<file path="config.mk">
export PLATFORM = sky130hd
export DESIGN_NAME = reg_file_2r1w
export DESIGN_NICKNAME = d
export VERILOG_FILES = /design/src/rtl/reg_file_pkg.sv /design/src/rtl/reg_file_rd_port.sv /design/src/rtl/reg_file_2r1w.sv
export SDC_FILE = /design/constraint.sdc
export NUM_CORES = 1
export LEC_CHECK = 0
export CAP_MARGIN = 40
export CORE_MARGIN = 2
export CORE_UTILIZATION = 35
export CTS_BUF_LIST = sky130_fd_sc_hd__clkbuf_8
export DETAILED_ROUTE_END_ITERATION = 10
export GPL_TIMING_DRIVEN = 1
export HOLD_SLACK_MARGIN = 0.15
export PLACE_DENSITY = 0.55
export SLEW_MARGIN = 40
export SYNTH_ARGS = -nofsm -noshare
export SYNTH_HDL_FRONTEND = slang
export SYNTH_SLANG_ARGS = --single-unit
</file>
<file path="constraint.sdc">
create_clock -name CLK -period 3.5 [get_ports CLK]
set_input_delay 0.7 -clock CLK [delete_from_list [all_inputs] [get_ports CLK]]
set_output_delay 0.7 -clock CLK [all_outputs]
set_load 0.01 [all_outputs]
</file>
<file path="src/rtl/reg_file_pkg.sv">
// Shared types and helpers for the 2-read / 1-write register file.
package reg_file_pkg;

  // Sweep state: CLEAR zeroes the array one word per cycle, READY serves accesses.
  typedef enum logic {
    CLEAR = 1'b0,
    READY = 1'b1
  } state_t;

  // Address width for a given depth; never narrower than one bit.
  function automatic int addr_w(input int depth);
    return (depth <= 2) ? 1 : $clog2(depth);
  endfunction

endpackage

</file>
<file path="src/rtl/reg_file_rd_port.sv">
// One registered read port: range check, write-first bypass, data/valid
// registers and a combinational out-of-range flag for the shared AddrErr.
module reg_file_rd_port import reg_file_pkg::*; #(
  parameter int WIDTH  = 16,
  parameter int DEPTH  = 16,
  parameter int ADDR_W = addr_w(DEPTH)
) (
  input  logic              clk,
  input  logic              rst,
  input  logic              active,
  input  logic              rd_en,
  input  logic [ADDR_W-1:0] rd_addr,
  input  logic [WIDTH-1:0]  mem_word,
  input  logic              wr_en,
  input  logic [ADDR_W-1:0] wr_addr,
  input  logic [WIDTH-1:0]  wr_data,
  output logic [WIDTH-1:0]  rd_data,
  output logic              rd_valid,
  output logic              err
);

  logic in_range;
  logic hit;
  logic take;

  // Compare at 32 bits so a power-of-two depth does not collapse to a constant.
  assign in_range = 32'(rd_addr) < DEPTH;
  // wr_en is only high for a write that will actually commit this edge.
  assign hit      = wr_en && (wr_addr == rd_addr);
  assign take     = active && rd_en;
  assign err      = take && !in_range;

  // Capture read data (bypass wins over storage); data holds when no read is taken.
  always_ff @(posedge clk) begin
    if (rst) begin
      rd_data  <= '0;
      rd_valid <= 1'b0;
    end else begin
      rd_valid <= take;
      if (take)
        rd_data <= !in_range ? '0 : (hit ? wr_data : mem_word);
    end
  end

endmodule

</file>
<file path="src/rtl/reg_file_2r1w.sv">
// Parametrised register file: one write port, two registered read ports,
// write-first bypass, out-of-range flagging and a self-clearing sweep.
module reg_file_2r1w import reg_file_pkg::*; #(
  parameter int WIDTH  = 16,
  parameter int DEPTH  = 16,
  parameter int ADDR_W = addr_w(DEPTH)
) (
  input  logic              CLK,
  input  logic              RST,
  input  logic              WrEn,
  input  logic [ADDR_W-1:0] WrAddr,
  input  logic [WIDTH-1:0]  WrData,
  input  logic              RdEn0,
  input  logic [ADDR_W-1:0] RdAddr0,
  input  logic              RdEn1,
  input  logic [ADDR_W-1:0] RdAddr1,
  input  logic              ClrReq,
  output logic [WIDTH-1:0]  RdData0,
  output logic              RdValid0,
  output logic [WIDTH-1:0]  RdData1,
  output logic              RdValid1,
  output logic              Busy,
  output logic              AddrErr
);

  localparam int NUM_RD = 2;

  state_t                          state, state_nx;
  logic [ADDR_W-1:0]               clr_ptr;
  logic [WIDTH-1:0]                mem [DEPTH];
  logic                            active, clr_last;
  logic                            wr_in_range, wr_commit, wr_err;

  logic [NUM_RD-1:0]               rd_en;
  logic [NUM_RD-1:0][ADDR_W-1:0]   rd_addr;
  logic [NUM_RD-1:0][WIDTH-1:0]    rd_word;
  logic [NUM_RD-1:0][WIDTH-1:0]    rd_data;
  logic [NUM_RD-1:0]               rd_valid;
  logic [NUM_RD-1:0]               rd_err;

  assign active      = (state == READY);
  assign Busy        = !active;
  assign clr_last    = (clr_ptr == ADDR_W'(DEPTH - 1));
  assign wr_in_range = 32'(WrAddr) < DEPTH;
  // A ClrReq cycle drops the write, so it neither commits nor bypasses.
  assign wr_commit   = active && WrEn && !ClrReq && wr_in_range;
  assign wr_err      = active && WrEn && !ClrReq && !wr_in_range;

  assign rd_en   = {RdEn1, RdEn0};
  assign rd_addr = {RdAddr1, RdAddr0};

  // State register; reset always (re)starts the sweep.
  always_ff @(posedge CLK) begin
    if (RST) state <= CLEAR;
    else     state <= state_nx;
  end

  // Next state: sweep ends after the last word, ClrReq only honoured in READY.
  always_comb begin
    state_nx = state;
    case (state)
      CLEAR:   if (clr_last) state_nx = READY;
      READY:   if (ClrReq)   state_nx = CLEAR;
      default: state_nx = CLEAR;
    endcase
  end

  // Sweep pointer: zeroed on reset or a new request, advances while clearing.
  always_ff @(posedge CLK) begin
    if (RST || (active && ClrReq))
      clr_ptr <= '0;
    else if (!active)
      clr_ptr <= clr_last ? '0 : clr_ptr + 1'b1;
  end

  // Storage: sweep writes zeros, otherwise a committed write updates one word.
  always_ff @(posedge CLK) begin
    if (!RST) begin
      if (!active)
        mem[clr_ptr] <= '0;
      else if (wr_commit)
        mem[WrAddr] <= WrData;
    end
  end

  // One pulse per cycle if any accepted access was out of range.
  always_ff @(posedge CLK) begin
    if (RST) AddrErr <= 1'b0;
    else     AddrErr <= wr_err || (|rd_err);
  end

  for (genvar p = 0; p < NUM_RD; p++) begin : g_rd
    assign rd_word[p] = mem[rd_addr[p]];

    reg_file_rd_port #(
      .WIDTH  (WIDTH),
      .DEPTH  (DEPTH),
      .ADDR_W (ADDR_W)
    ) u_port (
      .clk      (CLK),
      .rst      (RST),
      .active   (active),
      .rd_en    (rd_en[p]),
      .rd_addr  (rd_addr[p]),
      .mem_word (rd_word[p]),
      .wr_en    (wr_commit),
      .wr_addr  (WrAddr),
      .wr_data  (WrData),
      .rd_data  (rd_data[p]),
      .rd_valid (rd_valid[p]),
      .err      (rd_err[p])
    );
  end

  assign RdData0  = rd_data[0];
  assign RdValid0 = rd_valid[0];
  assign RdData1  = rd_data[1];
  assign RdValid1 = rd_valid[1];

endmodule

</file>
Word-level counts from Yosys, hierarchy flattened
Memories as Yosys holds them, arrays and structs flattened. A register that Yosys moved wholly into a read port is not among the register bits.
Cells that the tools add are included.
Widths: inputs -> output; s select.
{"block": "totals", "out_inout_bits": 36, "memories": 1, "inputBits": 34, "register_bits": 7, "ramBits": 256}
{"memory": "mem", "words": 16, "word_bits": 16, "read_ports": 2, "rd_ports_with_merged_regs": 2, "wr": 1, "line_no": "reg_file_2r1w.sv:30", "source": "logic [WIDTH-1:0] mem [DEPTH];"}
{"block": "classes", "addsub": 1, "reduce_logical": 9, "muxes": 14, "n_eq_ne": 1, "bitwise": 1}
{"cell": "$mux 16", "count": 1}
{"cell": "$reduce_or 16->1", "count": 1}
{"cell": "$mux 1", "count": 10}
{"cell": "$mux 4", "count": 2}
{"cell": "$logic_and 1x1->1", "count": 5}
{"cell": "$add 4x1->4 const B", "count": 1}
{"cell": "$eq 4x4->1 const B", "count": 1}
{"cell": "$logic_not 1->1", "count": 2}
{"cell": "$pmux 1 s2", "count": 1}
{"cell": "$logic_or 1x1->1", "count": 1}
{"cell": "$not 1->1", "count": 1}

Depth between registers and ports, before layout
Gate-level depths: netlist (run 1).
{"block": "logic_depth", "depth_word": 8, "depth_mapped": 9, "ltp_nobuf": 5}

By module
A second synthesis (run 1) with hierarchy kept.
{"block": "unflattened", "hier_cells": 828, "hier_area_um2": 14186.1}
{"module": "reg_file_2r1w", "cells_each": 614, "area_each_um2": 12154.2, "seq_area_each_um2": 7807.5, "instances": 1}
{"module": "reg_file_rd_port", "cells_each": 107, "area_each_um2": 1016.0, "seq_area_each_um2": 340.3, "instances": 2}

Worst setup path before layout (run 1)
OpenSTA, ideal clock, no wires.
{"block": "synth_path", "kind": "input port to flip-flop", "from": "input port ClrReq", "to": "memory mem[8][0], enable pin", "required_ns": 3.112, "path_buffers": 3, "setup_ns": 0.388, "path_slack_ns": 0.698, "path_stages": 6, "arrival_ns": 2.414, "path_cell_list": "and4bb_1 -> buf_4 -> buf_6 -> clkbuf_1 -> a31oi_1 -> nor2_1"}
{"block": "synth_between", "elab_chain_len": 8, "elab_cells_between_ends": 9, "classes_between": "mux: 6; reduce/logical: 3"}
{"element": "start: declaration", "line_no": "reg_file_2r1w.sv:17", "source": "input logic ClrReq,"}
{"element": "$logic_not 1->1 (*)"}
{"element": "$logic_and 1x1->1 (*)"}
{"element": "$mux 1 (*)", "line_no": "reg_file_2r1w.sv:81", "source": "else if (wr_commit)"}
{"element": "$mux 1 (*)", "line_no": "reg_file_2r1w.sv:79", "source": "if (!active)"}
{"element": "$mux 1 (*)", "line_no": "reg_file_2r1w.sv:78", "source": "if (!RST) begin"}
{"element": "$mux 1 (implied by the code) (*)", "line_no": "reg_file_2r1w.sv:82", "source": "mem[WrAddr] <= WrData;"}
{"element": "$reduce_or 16->1 (no line)"}
{"element": "$mux 4 (no line) or $mux 1 (tied branches)"}
{"element": "end: declaration", "line_no": "reg_file_2r1w.sv:30"}
Every way passes the cells marked *; elsewhere a longest branch is shown, timed or not.

==> results of run 1 <==
where the power goes:
group / leakage [nW] / internal, mW / switching (mW)
combinational: 2.27 / 0.258 / 0.318
sequential: 2.40 / 3.82 / 0.0239
clock: 0.622 / 1.74 / 1.42
final cells by class:
cell class / instances / area [um2]
fill: 3575 / 22300
clock buffer: 61 / 840
clock inverter: 35 / 210
inverter: 24 / 90.1
sequential: 295 / 8470
timing repair buffer: 120 / 1300
multi-input combinational: 476 / 5080
tap: 518 / 648
kinds of logic (layout without fill, tap and decap cells):
family                   after synthesis  in the layout  synth area share
other                                  1              1          0.000270
flip-flops                           295            295             0.611
XOR/XNOR                               6              6           0.00379
adder cells (fa/ha/maj)                1              1          0.000902
multiplexers                         166            166             0.238
buffers and inverters                 90            240            0.0280
AND/OR/NAND/NOR                      197            197            0.0589
AO/OA/AOI/OAI                        105            105            0.0594
synthesized netlist by cell type, types with 2 or more instances:
library cell | number | share of area
nor3b_1 | 4 | 0.0022
nand2_1 | 135 | 0.037
xnor2_1 | 4 | 0.0025
o221ai_1 | 12 | 0.0076
clkbuf_1 | 27 | 0.0073
o31ai_2 | 2 | 0.0018
nand3_1 | 3 | 0.0011
and3_1 | 2 | 0.00090
o221ai_2 | 20 | 0.022
a2111oi_0 | 2 | 0.0013
inv_1 | 24 | 0.0065
nor2_1 | 38 | 0.010
a211oi_1 | 3 | 0.0016
buf_4 | 2 | 0.0011
buf_2 | 16 | 0.0058
a31oi_1 | 6 | 0.0027
buf_1 | 18 | 0.0049
dfxtp_1 | 39 | 0.056
nand2b_1 | 2 | 0.00090
nor3_1 | 3 | 0.0011
or4b_1 | 2 | 0.0014
mux2_2 | 16 | 0.013
edfxtp_1 | 256 | 0.55
xor2_1 | 2 | 0.0013
a221oi_1 | 2 | 0.0013
buf_6 | 3 | 0.0024
a21oi_1 | 55 | 0.020
mux4_2 | 128 | 0.21
mux2i_1 | 19 | 0.014
through the flow:
stage / util / cell area, um2 / setup WS, ps / hold WS, ps
final: 0.428 / 16600 / 735 / 467
after global routing: 0.428 / 16600 / 650 / 498
after CTS: 0.428 / 16600 / 782 / 473
after detailed placement: 0.401 / 15600 / 145 / 446
after global placement: 0.400 / 15600 / 180 / 457
after floorplan: - / 13900 / 698 / 503
worst max-delay path, cell delays in order:
cell and delay, ps:
clkdlybuf4s50_1 470, and4bb_1 580, buf_4 220, mux2_1 320, a21oi_1 280, or4b_1 170, buf_4 300, o221ai_1 150
layout by cell type (no fill, tap or decap), types with 4 or more instances in the layout:
cell               n
clkdlybuf4s50_1   61
buf_2              5
a31oi_1            6
o221ai_1          12
nor2_2            16
mux2_2            16
buf_4             33
o221ai_2          20
buf_12            21
a21oi_1           53
clkbuf_8          61
mux2i_1           19
clkinv_2           4
nand2_1          135
nor2_1            22
nor3b_1            4
edfxtp_1         256
dfxtp_1           39
xnor2_1            4
mux4_2           128
inv_1             47
worst min path at each step:
stage                                            start                                 endpoint  slack [ps]  depth (start not counted)
6_report        g_rd[0].u_port.rd_data[6]$_SDFFE_PP0P_   g_rd[0].u_port.rd_data[6]$_SDFFE_PP0P_         470                          2
5_1_grt         g_rd[0].u_port.rd_data[9]$_SDFFE_PP0P_   g_rd[0].u_port.rd_data[9]$_SDFFE_PP0P_         500                          2
2_1_floorplan   g_rd[0].u_port.rd_data[0]$_SDFFE_PP0P_   g_rd[0].u_port.rd_data[0]$_SDFFE_PP0P_         500                          2
4_1_cts         g_rd[0].u_port.rd_data[6]$_SDFFE_PP0P_   g_rd[0].u_port.rd_data[6]$_SDFFE_PP0P_         470                          2
3_5_place_dp   g_rd[0].u_port.rd_data[11]$_SDFFE_PP0P_  g_rd[0].u_port.rd_data[11]$_SDFFE_PP0P_         450                          2
3_3_place_gp   g_rd[1].u_port.rd_data[15]$_SDFFE_PP0P_  g_rd[1].u_port.rd_data[15]$_SDFFE_PP0P_         460                          2
flip-flops by register name (all words and copies together) (netlist names):
| signal | count |
|---|---|
| g_rd.u_port.rd_data | 32 |
| mem | 256 |
| clr_ptr | 4 |
| active | 1 |
| g_rd.u_port.rd_valid | 2 |
layer usage:
| layer | track usage | up-vias | wire length (um) |
|---|---|---|---|
| met5 | 0 | - | 0 |
| met4 | 0.0487 | 0 | 776 |
| met3 | 0.0376 | 59 | 2780 |
| met2 | 0.307 | 306 | 18100 |
| met1 | 0.265 | 4400 | 16800 |
| li1 | - | 3661 | - |
==> results.json, run 1 <==
{
  "post_cts_buffers": 0,
  "slew_viol_final": 0,
  "antenna_found_initial": 0,
  "path_clk_slew_ps": 60,
  "core_area_um2": 38900,
  "dpl.hpwl_um": 23300,
  "drtIter0Drc": 787,
  "path_class": "in -> reg",
  "root_buffer": "clkbuf_8",
  "ios": 70,
  "power_leakage_nw": 5.30,
  "endpoint_kind": "flip-flop",
  "tns_ps": 0,
  "grt_max_degree": 68,
  "cts_tree": "built",
  "syn_area_per_cell_um2": 16.1,
  "area_growth_pct": 20.0,
  "timing.rr.end": "g_rd[0].u_port.rd_data[4]$_SDFFE_PP0P_",
  "post_cts_resize_count": 0,
  "layout.cells.non_filler": 1529,
  "hold_class": "reg -> reg",
  "numCtsBuffers": 52,
  "yosysSeqAreaShare": 0.611,
  "synth_warnings": 0,
  "crit_start": "ClrReq",
  "grt_first_pass_wirelength_um": 57500,
  "fin_skew_ps": 27.7,
  "setup_viol": 0,
  "synth_edf_count": 256,
  "antenna_cells": 0,
  "status": "completed",
  "worstReg2RegStart": "active$_SDFF_PP0_",
  "grt_pass1_vias": 8936,
  "min_period_over_period": 0.790,
  "finalWirelength_um": 38400,
  "start_util": 0.356,
  "placed_cells": 1433,
  "io_buffers": 68,
  "timing.final.crit_period_ps": 2770,
  "crit_end": "g_rd[1].u_port.rd_data[4]$_SDFFE_PP0P_",
  "maxCapViolCount": 0,
  "dr_total_vias": 8426,
  "place.gp.congestion": 0.819,
  "max_slew_margin": 0.555,
  "cp-start-kind": "input port",
  "cts_sinks": 295,
  "r2r_setup_slack_ps": 1090,
  "hold_viol_final": 0,
  "power_density_nw_per_um2": 455,
  "synthArstFlopShare": 0,
  "syn_inst": 861,
  "drc_errors": 0,
  "dieWidth_um": 203,
  "cp.arrival_ps": 3210,
  "synth_nets": 896,
  "wl_per_cell_um": 25.1,
  "ys_ff_latch": 295,
  "p_total_mw": 7.58,
  "ctsHoldBuffers": 0,
  "fp-row-count": 72,
  "cts_max_level": 2,
  "reg2reg_depth": 7,
  "ir_drop_v": 0.000236,
  "avgViaCountPerCell": 5.51,
  "grt.total_usage": 0.190,
  "synth.cell_area_um2": 13900,
  "worstPathRequired_ps": 3940,
  "worstMarginPinSlew_ps": 666,
  "rsz0062_at_grt": "false",
  "fp.dieH_um": 203,
  "clockBufferDepth": 3,
  "ys_types": 45,
  "num-nets-final": 1004,
  "clk_latency_ps": 580,
  "fmax_mhz": 362,
  "overflow": 0,
  "synth_top_flop_cell": "edfxtp_1",
  "ant_nets": 0,
  "fp.dieArea_um2": 41200,
  "critPathMaxFanout": 16,
  "drive_gt1_frac": 0.313,
  "firstDrtPassIters": 5
}
Note: power is estimated with default switching activity, not from simulation.
==> run 2: changes to the inputs <==
Settings changed: PLACE_DENSITY 0.55 to 0.57.
Clock period 3.5 ns to 2.5 ns, I/O delays scaled along.
==> run 2 against run 1 <==
Compared with the run above: sequential power increased by 40%; highest routed layer unchanged; power increased by 47%; sequential share of layout area decreased by 2.4 points; cell area increased by 5.0%; worst setup slack got worse by 620 ps; global-route usage increased by 0.33 points; critical path type is now reg -> out; core utilization increased by 2.1 points; routed wire length increased by 0.86%; count of clock-buffer cells in the layout decreased by 8; via count increased by 1.7%; clock power increased by 54%.
==> results.json, run 2 (synthesis results as in run 1) <==
{
  "status": "completed",
  "max_stage_delay_ps": 530,
  "worstPathRequired_ps": 2000,
  "min_period_over_period": 0.953,
  "overflow": 0,
  "antenna_cells": 0,
  "timing.final.crit_period_ps": 2380,
  "grt.total_usage": 0.194,
  "fin_ws_ps": 118,
  "core_area_um2": 38900,
  "post_cts_buffers": 0,
  "clkPwrFrac": 0.437,
  "largest_reg_flops": 256,
  "final_common_cell": "edfxtp_1",
  "hold_ws_ps": 469,
  "root_buffer": "clkbuf_8",
  "cts_tree": "built",
  "reg_top3": "mem: 256 flops, g_rd.u_port.rd_data: 32 flops, clr_ptr: 4 flops",
  "crit_start": "active$_SDFF_PP0_",
  "grt_first_pass_wirelength_um": 58500,
  "cp-start-kind": "flip-flop",
  "crit_chain": "buf_6 > clkinvlp_4 > clkdlybuf4s50_1",
  "dpl.hpwl_um": 25500,
  "avgViaCountPerCell": 5.38,
  "drtIter0Drc": 752,
  "numCtsBuffers": 51,
  "fmax_mhz": 420,
  "layout_common_cells": "edfxtp_1, nand2_1, mux4_2",
  "critPathMaxFanout": 20,
  "io_buffers": 68,
  "area_growth_pct": 26.0,
  "fp-row-count": 72,
  "slew_viol_final": 0,
  "p_seq_frac": 0.483,
  "power_density_nw_per_um2": 637,
  "timing.rr.end": "g_rd[1].u_port.rd_data[4]$_SDFFE_PP0P_",
  "antenna_found_initial": 0,
  "dr_total_vias": 8569,
  "fin_util": 0.449,
  "p_sw_frac": 0.228,
  "finalInstanceArea_um2": 17500,
  "worstReg2RegStart": "active$_SDFF_PP0_",
  "place.gp.congestion": 0.832,
  "dieWidth_um": 203,
  "firstDrtPassIters": 5,
  "clk_latency_ps": 590,
  "setup_viol": 0,
  "start_util": 0.356,
  "reg2reg_depth": 7,
  "fin_skew_ps": 26.2,
  "num-nets-final": 1068,
  "worstMarginPinSlew_ps": 722,
  "maxCapViolCount": 0,
  "rsz0062_at_grt": "false",
  "ctsHoldBuffers": 0,
  "ir_drop_v": 0.000318,
  "crit_end": "Busy",
  "path_class": "reg -> out",
  "drc_errors": 0,
  "max_slew_margin": 0.518,
  "drive_gt1_frac": 0.364,
  "cp.arrival_ps": 1880,
  "r2r_setup_slack_ps": 240,
  "path_clk_slew_ps": 70,
  "post_cts_resize_count": 0,
  "dp_slack_ps": -466,
  "switchingPower_mw": 2.54,
  "critPathSlowestCell": "clkdlybuf4s50_1",
  "top_register": "mem",
  "finalWirelength_um": 38700,
  "fp.dieH_um": 203,
  "internal-power_mw": 8.58,
  "grt_pass1_vias": 9198,
  "ios": 70,
  "hold_viol_final": 0,
  "wl_per_cell_um": 24.3,
  "endpoint_kind": "output port",
  "clockBufferDepth": 3,
  "fillers": 3462,
  "fp.dieArea_um2": 41200,
  "tns_ps": 0,
  "combPwrFrac": 0.080,
  "ant_nets": 0,
  "cts_sinks": 295,
  "grt_max_degree": 40,
  "postPlaceCellArea_um2": 16300,
  "cts_max_level": 2,
  "hold_class": "reg -> reg",
  "power_leakage_nw": 5.68
}
==> run 2: cell count changes in the layout (fill, tap and decap cells not counted), moves of 4 or more <==
cell | previous run | this run
clkinvlp_4 | 1 | 6
clkinv_1 | 3 | 7
bufinv_16 | 2 | 8
buf_12 | 21 | 40
clkbuf_8 | 61 | 53
inv_1 | 47 | 32
buf_4 | 33 | 78
clkinv_2 | 4 | 14
==> run 2: worst max-delay path, delay by kind of cell (launching register included) <==
family / cells / cell delay (ps)
buf+inv: 3 / 940
flops: 1 / 350
==> run 2: worst min path at each step <==
stage | endpoint | depth (start not counted) | slack [ps] | startpoint
finish | g_rd[0].u_port.rd_data[9]$_SDFFE_PP0P_ | 2 | 470 | g_rd[0].u_port.rd_data[9]$_SDFFE_PP0P_
global route | g_rd[0].u_port.rd_data[8]$_SDFFE_PP0P_ | 2 | 500 | g_rd[0].u_port.rd_data[8]$_SDFFE_PP0P_
CTS | g_rd[0].u_port.rd_data[9]$_SDFFE_PP0P_ | 2 | 470 | g_rd[0].u_port.rd_data[9]$_SDFFE_PP0P_
detailed placement | g_rd[0].u_port.rd_data[8]$_SDFFE_PP0P_ | 2 | 450 | g_rd[0].u_port.rd_data[8]$_SDFFE_PP0P_
global placement | g_rd[0].u_port.rd_data[14]$_SDFFE_PP0P_ | 2 | 460 | g_rd[0].u_port.rd_data[14]$_SDFFE_PP0P_
floorplan | g_rd[0].u_port.rd_data[0]$_SDFFE_PP0P_ | 2 | 500 | g_rd[0].u_port.rd_data[0]$_SDFFE_PP0P_
==> run 2: power groups by stage <==
stage	logic, mW	clock network (mW)	registers (mW)
floorplan	0.509	0	5.46
global placement	0.889	0	5.47
detailed placement	0.890	0	5.48
CTS	0.894	4.98	5.37
global route	0.947	5.21	5.38
finish	0.888	4.86	5.37
==> run 2: final cells by class <==
type	count	area [um2]	share of cell area
Clock buffer	53	729	0.0418
Clock inverter	43	408	0.0234
Inverter	24	93.8	0.00537
Multi-Input combinational cell	476	5080	0.291
Sequential cell	295	8470	0.485
Tap cell	518	648	0.0371
Timing Repair Buffer	185	2040	0.117
==> run 2: stage by stage <==
step,power (mW),instances
CTS,11.2,1594
floorplan,5.97,861
finish,11.1,1594
detailed placement,6.37,1498
global route,11.5,1594
global placement,6.36,1498
==> run 2: layer usage <==
metal,vias to the layer above,track usage,wire (um)
li1,3793,-,-
met1,4403,0.263,16900
met2,325,0.314,18300
met3,48,0.0437,2770
met4,0,0.0555,776
met5,-,0,0
==> run 3: changes to the inputs <==
Settings changed: CORE_MARGIN 2 to not set.
==> run 3 against run 2 <==
Compared with the run above: combinational power shrank 3.2%; register-to-register slack gained 50 ps; core utilization shrank 0.51 points; critical path type is now in -> reg; largest power group unchanged.
==> results.json, run 3 (synthesis results as in run 1) <==
{
  "drtIter0Drc": 700,
  "power_density_nw_per_um2": 612,
  "postPlaceCellArea_um2": 16200,
  "max_slew_margin": 0.540,
  "top_register": "mem",
  "timing.final.crit_period_ps": 2310,
  "worstMarginPinSlew_ps": 689,
  "reg2reg_depth": 7,
  "hold_class": "reg -> reg",
  "reg_top3": "mem: 256 flops, g_rd.u_port.rd_data: 32 flops, clr_ptr: 4 flops",
  "cts_sinks": 295,
  "r2r_setup_slack_ps": 290,
  "grt_max_degree": 44,
  "ant_nets": 0,
  "fp-row-count": 72,
  "core_area_um2": 38800,
  "numCtsBuffers": 50,
  "finalWirelength_um": 38300,
  "num-nets-final": 1060,
  "ctsHoldBuffers": 0,
  "firstDrtPassIters": 5,
  "place.gp.congestion": 0.808,
  "fin_skew_ps": 26.4,
  "endpoint_kind": "flip-flop",
  "clockBufferDepth": 3,
  "grt_pass1_vias": 9059,
  "placed_cells": 1491,
  "grt_first_pass_wirelength_um": 57300,
  "timing.rr.end": "g_rd[0].u_port.rd_data[4]$_SDFFE_PP0P_",
  "rsz0062_at_grt": "false",
  "setup_viol": 0,
  "cts_tree": "built",
  "fin_ws_ps": 190,
  "overflow": 0,
  "maxCapViolCount": 0,
  "area_growth_pct": 24.3,
  "drc_errors": 0,
  "io_buffers": 68,
  "slew_viol_final": 0,
  "cp.arrival_ps": 2800,
  "largest_reg_flops": 256,
  "worstReg2RegStart": "active$_SDFF_PP0_",
  "final_common_cell": "edfxtp_1",
  "dpl.hpwl_um": 24500,
  "fp.dieH_um": 201,
  "layout.cells.non_filler": 1583,
  "hold_viol_final": 0,
  "fmax_mhz": 433,
  "fp.dieArea_um2": 40400,
  "fillers": 3425,
  "worstPathRequired_ps": 2990,
  "whs_path_depth": 2,
  "ir_drop_v": 0.000312,
  "post_cts_buffers": 0,
  "hold_path_startpoint": "g_rd[1].u_port.rd_data[13]$_SDFFE_PP0P_",
  "antenna_cells": 0,
  "power_leakage_nw": 5.59,
  "cts_max_level": 2,
  "path_clk_slew_ps": 60,
  "path_class": "in -> reg",
  "dp_slack_ps": -373,
  "clk_latency_ps": 590,
  "finalInstanceArea_um2": 17200,
  "hold_end": "g_rd[1].u_port.rd_data[13]$_SDFFE_PP0P_",
  "drive_gt1_frac": 0.349,
  "start_util": 0.357,
  "avgViaCountPerCell": 5.44,
  "status": "completed",
  "root_buffer": "clkbuf_8",
  "critPathMaxFanout": 13,
  "grt.total_usage": 0.192,
  "cp-start-kind": "input port",
  "dr_total_vias": 8616,
  "ios": 70,
  "post_cts_resize_count": 0,
  "dieWidth_um": 201,
  "wl_per_cell_um": 24.2,
  "layout_common_cells": "edfxtp_1, nand2_1, mux4_2",
  "antenna_found_initial": 0,
  "min_period_over_period": 0.924
}
==> run 3: per-layer routing <==
layer	share of wire	vias up	track usage	wire, um
met1	0.43	4468	0.262	16600
li1	-	3775	-	-
met2	0.49	309	0.318	18600
met5	0	-	0	0
met4	0.021	0	0.0537	812
met3	0.060	64	0.0292	2290
==> run 3: report_power, final <==
part | leakage [nW] | total [mW] | internal (mW) | switching, mW
logic | 2.61 | 0.860 | 0.397 | 0.463
clock network | 0.573 | 4.32 | 2.34 | 1.98
registers | 2.40 | 5.37 | 5.34 | 0.0255
==> run 3: cell type report <==
class | instances | area, um2 | area share
flip-flops and latches | 295 | 8470 | 0.491
multi-input cells | 476 | 5090 | 0.295
repair buffers | 178 | 1930 | 0.112
clock buffers | 55 | 757 | 0.0439
well taps | 518 | 648 | 0.0376
clock inverters | 37 | 245 | 0.0142
inverters | 24 | 90.1 | 0.00523
==> run 3: how the worst max path moves through the flow <==
stage	startpoint	end	slack, ps	depth (start not counted)
after global routing	ClrReq	g_rd[0].u_port.rd_data[0]$_SDFFE_PP0P_	50	8
final	ClrReq	g_rd[1].u_port.rd_data[6]$_SDFFE_PP0P_	190	9
after floorplan	ClrReq	mem[8][0]$_DFFE_PP_	-100	6
after detailed placement	ClrReq	g_rd[1].u_port.rd_data[7]$_SDFFE_PP0P_	-370	9
after global placement	ClrReq	g_rd[1].u_port.rd_data[8]$_SDFFE_PP0P_	-300	9
after CTS	active$_SDFF_PP0_	Busy	180	3
==> run 3: through the flow <==
stage	hold slack (ps)	setup TNS (ps)	util	total power, mW
after floorplan	503	-24380	-	5.97
after global placement	455	-68760	0.418	6.33
after detailed placement	453	-82100	0.418	6.33
after CTS	477	0	0.444	10.7
after global routing	497	0	0.444	10.9
final	473	0	0.444	10.6
==> run 3: critical path, stage by stage <==
cell	delay (ps)
clkdlybuf4s50_1	430
buf_4	150
nand2b_1	170
buf_4	160
a211oi_1	260
mux2i_1	130
or4b_1	610
buf_12	190
o221ai_1	170
